`src/rtl/alu_arbiter.sv`:
```
// alu_arbiter: shares one combinational ALU between two requesters.
// Arbitration is round-robin. Operands are latched when a request is granted
// and are held on the ALU inputs for EXEC_CYCLES cycles. The ALU result and
// flags are then registered and returned to the winner with a one-cycle done.
// aluop is carried as a plain 4-bit code so this file stands alone; it is
// bit-compatible with the 4-bit cpu_types_pkg opcode enum.
module alu_arbiter #(
   // Cycles the ALU inputs are held before capture; legal range 1..15.
   parameter int unsigned EXEC_CYCLES = 1
) (
   input  logic        CLK,
   input  logic        nRST,
   input  logic [1:0]  req,
   input  logic [31:0] portA0,
   input  logic [31:0] portB0,
   input  logic [3:0]  aluop0,
   input  logic [31:0] portA1,
   input  logic [31:0] portB1,
   input  logic [3:0]  aluop1,
   output logic [1:0]  done,
   output logic [31:0] result,
   output logic        neg_flag,
   output logic        over_flag,
   output logic        zero_flag,
   output logic        busy,
   output logic [31:0] alu_portA,
   output logic [31:0] alu_portB,
   output logic [3:0]  alu_aluop,
   input  logic [31:0] alu_outport,
   input  logic        alu_neg,
   input  logic        alu_over,
   input  logic        alu_zero
);

   typedef enum logic [1:0] {
      IDLE = 2'd0,
      EXEC = 2'd1,
      DONE = 2'd2
   } state_t;

   // The counter starts at EXEC_CYCLES-1 so that the capture happens in the
   // last of the EXEC_CYCLES execute cycles.
   localparam logic [3:0] CNT_LOAD = 4'(EXEC_CYCLES - 1);

   state_t      state_q, state_d;
   logic [31:0] opa_q, opa_d;
   logic [31:0] opb_q, opb_d;
   logic [3:0]  op_q, op_d;
   logic        winner_q, winner_d;
   logic        last_grant_q, last_grant_d;
   logic [3:0]  cnt_q, cnt_d;
   logic [31:0] result_q, result_d;
   logic        neg_q, neg_d;
   logic        over_q, over_d;
   logic        zero_q, zero_d;
   logic        grant_idx;

   // Winner selection: a lone request wins outright; on a tie the requester
   // that was not served last wins.
   always_comb begin
      grant_idx = 1'b0;
      if (req == 2'b11) begin
         grant_idx = ~last_grant_q;
      end else begin
         grant_idx = req[1];
      end
   end

   // State register; reset abandons any operation in flight.
   always_ff @(posedge CLK or negedge nRST) begin
      if (!nRST) begin
         state_q <= IDLE;
      end else begin
         state_q <= state_d;
      end
   end

   // Next-state logic: IDLE -> EXEC on any request, EXEC -> DONE when the
   // counter runs out, DONE -> IDLE unconditionally.
   always_comb begin
      state_d = state_q;
      case (state_q)
         IDLE: begin
            if (|req) begin
               state_d = EXEC;
            end
         end
         EXEC: begin
            if (cnt_q == 4'd0) begin
               state_d = DONE;
            end
         end
         DONE: begin
            state_d = IDLE;
         end
         default: begin
            state_d = IDLE;
         end
      endcase
   end

   // Datapath next values: latch operands on grant, count down in EXEC,
   // capture the ALU outputs on the final EXEC cycle; hold otherwise.
   always_comb begin
      opa_d        = opa_q;
      opb_d        = opb_q;
      op_d         = op_q;
      winner_d     = winner_q;
      last_grant_d = last_grant_q;
      cnt_d        = cnt_q;
      result_d     = result_q;
      neg_d        = neg_q;
      over_d       = over_q;
      zero_d       = zero_q;
      case (state_q)
         IDLE: begin
            if (|req) begin
               opa_d        = grant_idx ? portA1 : portA0;
               opb_d        = grant_idx ? portB1 : portB0;
               op_d         = grant_idx ? aluop1 : aluop0;
               winner_d     = grant_idx;
               last_grant_d = grant_idx;
               cnt_d        = CNT_LOAD;
            end
         end
         EXEC: begin
            if (cnt_q == 4'd0) begin
               result_d = alu_outport;
               neg_d    = alu_neg;
               over_d   = alu_over;
               zero_d   = alu_zero;
            end else begin
               cnt_d = cnt_q - 4'd1;
            end
         end
         default: begin
         end
      endcase
   end

   // Datapath registers; last_grant resets to 1 so requester 0 wins the
   // first tie.
   always_ff @(posedge CLK or negedge nRST) begin
      if (!nRST) begin
         opa_q        <= '0;
         opb_q        <= '0;
         op_q         <= '0;
         winner_q     <= 1'b0;
         last_grant_q <= 1'b1;
         cnt_q        <= '0;
         result_q     <= '0;
         neg_q        <= 1'b0;
         over_q       <= 1'b0;
         zero_q       <= 1'b0;
      end else begin
         opa_q        <= opa_d;
         opb_q        <= opb_d;
         op_q         <= op_d;
         winner_q     <= winner_d;
         last_grant_q <= last_grant_d;
         cnt_q        <= cnt_d;
         result_q     <= result_d;
         neg_q        <= neg_d;
         over_q       <= over_d;
         zero_q       <= zero_d;
      end
   end

   // Outputs: done pulses for the winner only in DONE; the ALU is always fed
   // from the operand registers so its inputs never glitch with requester
   // traffic.
   always_comb begin
      done = 2'b00;
      if (state_q == DONE) begin
         done = winner_q ? 2'b10 : 2'b01;
      end
      busy      = (state_q != IDLE);
      alu_portA = opa_q;
      alu_portB = opb_q;
      alu_aluop = op_q;
      result    = result_q;
      neg_flag  = neg_q;
      over_flag = over_q;
      zero_flag = zero_q;
   end

endmodule

```
`config.mk`:
```
export PLATFORM = sky130hd
export DESIGN_NAME = alu_arbiter
export DESIGN_NICKNAME = d
export VERILOG_FILES = /design/src/rtl/alu_arbiter.sv
export SDC_FILE = /design/constraint.sdc
export NUM_CORES = 1
export LEC_CHECK = 0
export ABC_AREA = 0
export CAP_MARGIN = 20
export CORE_MARGIN = 10
export CORE_UTILIZATION = 42
export CTS_CLUSTER_SIZE = 30
export DETAILED_ROUTE_END_ITERATION = 8
export HOLD_SLACK_MARGIN = 0.03
export PLACE_DENSITY = 0.95
export SETUP_SLACK_MARGIN = 0.02
export SYNTH_ARGS = -nofsm -noshare
export SYNTH_HDL_FRONTEND = slang
export SYNTH_SLANG_ARGS = --single-unit
```
`constraint.sdc`:
```
create_clock -name CLK -period 3.79 [get_ports CLK]
set_input_delay 0.758 -clock CLK [delete_from_list [all_inputs] [get_ports CLK]]
set_output_delay 0.758 -clock CLK [all_outputs]
set_load 0.005 [all_outputs]
```
# Yosys cells after proc, flatten, opt, wreduce, memory -nomap -nowiden
# Index checks and enable logic that the tools add are counted.
# word_totals
register_bits,111
inputBits,175
out_inout_bits,106
elab_cells,40
# classes
add_sub_neg,1
n_eq_ne,6
mux,12
n_bitwise,1
n_reduce_logical,9
# ops
operator,count
32-bit two-way mux,2
4-bit two-way mux,3
2-bit two-way mux,4
4-bit case mux with 2 select lines,1
"2-bit != test, second input constant",3
2-bit AND reduction,3
"2-bit == test, second input constant",2
4-bit logical NOT,1
2-bit case mux with 2 select lines,1
2-bit nonzero test,2
"4-bit by 1-bit subtractor with 4-bit output, second input constant",1
3-bit AND reduction,1
"2-bit by 1-bit == test with 1-bit output, second input constant",1
2-bit logical NOT,1
2-bit OR reduction,1
1-bit two-way mux,1
1-bit NOT,1

# Depth between registers and ports, before layout
# depth
word_depth,3
depth_mapped,7
ltp_nobuf,5

# Worst setup path after synthesis
# OpenSTA, ideal clock, no wires.
# synth_path
path_kind,register -> output
startpoint,reg state_q[0]
endpoint,out busy
t_arrival_ns,1.077
required_ns,3.032
path_slack_ns,1.955
path_stages_with_launch,5
n_path_buf,2
cell_sequence,dfrtp_1 > nor2_1 > buf_2 > buf_1 > inv_1
# synth_between
elab_chain_len,1
# synth_rtl
item,line,text
from (decl),45,"state_t state_q, state_d;"
from (signal assigned),74,state_q <= state_d;
2-bit nonzero test,177,busy = (state_q != IDLE);
to (decl),25,"output logic busy,"
# Every way passes these cells.

# Final worst setup path
# layout_path
startpoint,reg state_q[0]
endpoint,"reg opa_q[25], in the netlist alu_portA[25]"
# layout_between
elab_chain_len,2
# layout_rtl
item,line,text
2-bit logical NOT,115,case (state_q)
2-bit AND reduction (no source line),-,
to (signal assigned),156,opa_q <= opa_d;
to (decl),46,"logic [31:0] opa_q, opa_d;"
# Every way passes these cells.
# A chain may end at the register's enable or synchronous reset.

==> flow_metrics.env <==
export IMPL_slew_headroom=0.4223
export IMPL_globalRouteTotalUtil=0.2094
export IMPL_drive_above_1_share=0.1113
export IMPL_antenna_found_initial=0
export IMPL_reg2reg_depth=4
export IMPL_crit_fanout=73
export IMPL_ys_seq_area_frac=0.5503
export IMPL_cts_resized=0
export IMPL_muxShareOfSynthArea=0.08201
export IMPL_cts_hold_fix_buffers=0
export IMPL_clock_sinks=111
export IMPL_grt_max_degree=74
export IMPL_setup_viol=0
export IMPL_critPathLaunchType="register"
export IMPL_synth_top_family_by_area="compound AO/OA/AOI/OAI gates"
export IMPL_rr_startpoint="state_q[0]$_DFFE_PN0P_"
export IMPL_areaGrowthSynthToFinish_pct=61.97
export IMPL_synth_seq_cells=111
export IMPL_slew_violations=0
export IMPL_post_cts_setup_buffers=0
export IMPL_synth_fa_ha_area_frac=0.002478
export IMPL_arrival_ns=2.68
export IMPL_initial_core_util=0.4348
export IMPL_drc_errors=0
export IMPL_dp_hpwl_um=13900
export IMPL_drv_cap=0
export IMPL_drt_iter0_drc=344
export IMPL_grt_pass1_vias=5304
export IMPL_cts_tree="done"
export IMPL_numCtsBuffers=9
export IMPL_vias_per_cell=5.561
export IMPL_hp_class="input pin to asynchronous set/reset pin"
export IMPL_syn_nets=673
export IMPL_vdd_ir_drop_worst_mv=0.4448
export IMPL_place_inst=882
export IMPL_final_hold_violation_count=0
export IMPL_yosys_area_top_type="dfrtp_1"
export IMPL_async_flop_share=1.000
export IMPL_rows=39
export IMPL_yosysMostFrequentCell="nand2_1"
export IMPL_yosys_area_share_simple=0.1217
export IMPL_synth_xor_area_share=0
export IMPL_postSynthCellCount=497
export IMPL_synth_compound_area_share=0.1928
export IMPL_period_share=0.6651
export IMPL_cts_root_buffer="clkbuf_16"
export IMPL_antenna_cells=0
export IMPL_synth_common_cells="nand2_1 (137), dfrtp_1 (110), a21oi_1 (69)"
export IMPL_fin_cells=898
export IMPL_die_h_um=129.7
export IMPL_die_area_um2=16810
export IMPL_p_leak_nw=3.313
export IMPL_wl_um=18640
export IMPL_htree_levels=3
export IMPL_wl_per_cell_um=20.75
export IMPL_num_nets_final=926
export IMPL_rrSetupSlack_ns=1.27
export IMPL_io_pins=281
export IMPL_ant_nets=0
export IMPL_grt_first_pass_wirelength_um=28090
export IMPL_clk_pin_slew_ns=0.07
export IMPL_synthTopCellsByArea="dfrtp_1 (55%), nand2_1 (10%), mux2_2 (7.8%), a21oi_1 (6.8%), a31oi_1 (6.1%)"
export IMPL_clk_path_buf_depth=2
export IMPL_power_per_cell_area_nw_per_um2=777.3
export IMPL_critPathKind="register to register"
export IMPL_dr_pass1_iters=5
export IMPL_fin_tns_setup_ns=0
export IMPL_synth_edf_count=0
export IMPL_fmax_mhz=396.7
export IMPL_core_region_area_um2=11610
export IMPL_rr_endpoint="alu_portA[25]$_DFFE_PN0P_"
export IMPL_finClkSkew_ns=0.006429
export IMPL_ys_flop_type="dfrtp_1"
export IMPL_gr_total_overflow=0
export IMPL_io_buffers=280
export IMPL_status="completed"
export IMPL_worstSkewPairLatency_ns=0.33
export IMPL_synth_top_area_frac=0.5451
export IMPL_worstMarginPinSlew_ns=0.8666
export IMPL_required_ns=3.95
export IMPL_place_congestion=0.8346
export IMPL_netlist_area_um2=5050
export IMPL_synth_avg_cell_area_um2=10.16
export IMPL_synth_cell_types=30
export IMPL_vias=4994
export IMPL_finalCriticalPeriod_ns=2.521
export IMPL_fp_dieW_um=129.7
export IMPL_end_kind="register"
export IMPL_synth_warnings=0
export IMPL_rsz0062_at_grt="no"
state kept, by name, indices dropped and copies added (netlist names):
| register | flops |
|---|---|
| alu_portA | 32 |
| alu_portB | 32 |
| result | 32 |
| alu_aluop | 4 |
| cnt_q | 4 |
| state_q | 2 |
| last_grant_q | 1 |
| neg_flag | 1 |
| over_flag | 1 |
| winner_q | 1 |
| zero_flag | 1 |
worst max-delay path, stage by stage (launching register included):
cell and delay (ns):
dfrtp_1 0.48, nor2_4 0.15, buf_4 0.59, and2_4 0.82
a31oi_1 0.22
per-layer routing:
layer,vias up,wire [um],track usage
li1,2240,-,-
met1,2392,6723,0.2275
met2,310,9354,0.3611
met3,52,1948,0.07178
met4,0,610,0.09788
met5,-,0,0
worst max-delay path by stage:
stage                                start                   endpoint  slack, ns
floorplan           state_q[0]$_DFFE_PN0P_                       busy       1.96
global placement                    req[0]       cnt_q[2]$_DFFE_PN0P_       1.20
detailed placement                  req[0]       cnt_q[2]$_DFFE_PN0P_       1.13
CTS                 state_q[0]$_DFFE_PN0P_  alu_portA[25]$_DFFE_PN0P_       1.29
global route        state_q[0]$_DFFE_PN0P_   alu_portA[6]$_DFFE_PN0P_       1.14
finish              state_q[0]$_DFFE_PN0P_  alu_portA[25]$_DFFE_PN0P_       1.27
through the flow:
step / total power, mW / cell area [um2] / hold WS (ns) / setup WS (ns) / utilization
4_1_cts: 6.414 / 8179 / 0.4392 / 1.295 / 0.7043
6_report: 6.357 / 8179 / 0.4181 / 1.269 / 0.7043
3_5_place_dp: 5.388 / 7864 / 0.4915 / 1.130 / 0.6771
3_3_place_gp: 5.187 / 7864 / 0.4859 / 1.200 / 0.6771
5_1_grt: 6.735 / 8179 / 0.4655 / 1.145 / 0.7043
2_1_floorplan: 3.634 / 5050 / 0.4624 / 1.955 / -
power by group:
part           switching [mW]  internal (mW)  total (mW)
clock network           0.423          0.582        1.01
registers               0.397           1.81        2.20
logic                    1.35           1.80        3.15
total                    2.17           4.19        6.36
cell families (layout without fill, tap and decap cells):
logic type	Yosys count	count (layout)
AO/OA/AOI/OAI	148	148
AND/OR/NAND/NOR	151	151
multiplexers	37	37
buffers and inverters	49	307
flip-flops	111	111
adder cells (fa/ha/maj)	1	1
cells in the final DEF, fill, tap and decap left out, types with 3 or more instances in the layout:
master / n
inv_1: 5
clkbuf_16: 9
a21oi_1: 69
buf_4: 6
o21ai_0: 5
nand2_1: 137
clkdlybuf4s50_1: 279
a31oi_2: 20
nor3_1: 3
mux2_2: 35
dfrtp_1: 110
a31oi_1: 49
layout make-up:
cell class	count	area, um2
Clock inverter	5	82.58
Timing Repair Buffer	286	2858
Fill cell	810	3435
Tap cell	143	178.9
Sequential cell	111	2779
Clock buffer	11	232.7
Inverter	5	18.77
Multi-Input combinational cell	337	2029
No activity file was read; power rests on OpenSTA's default activity.
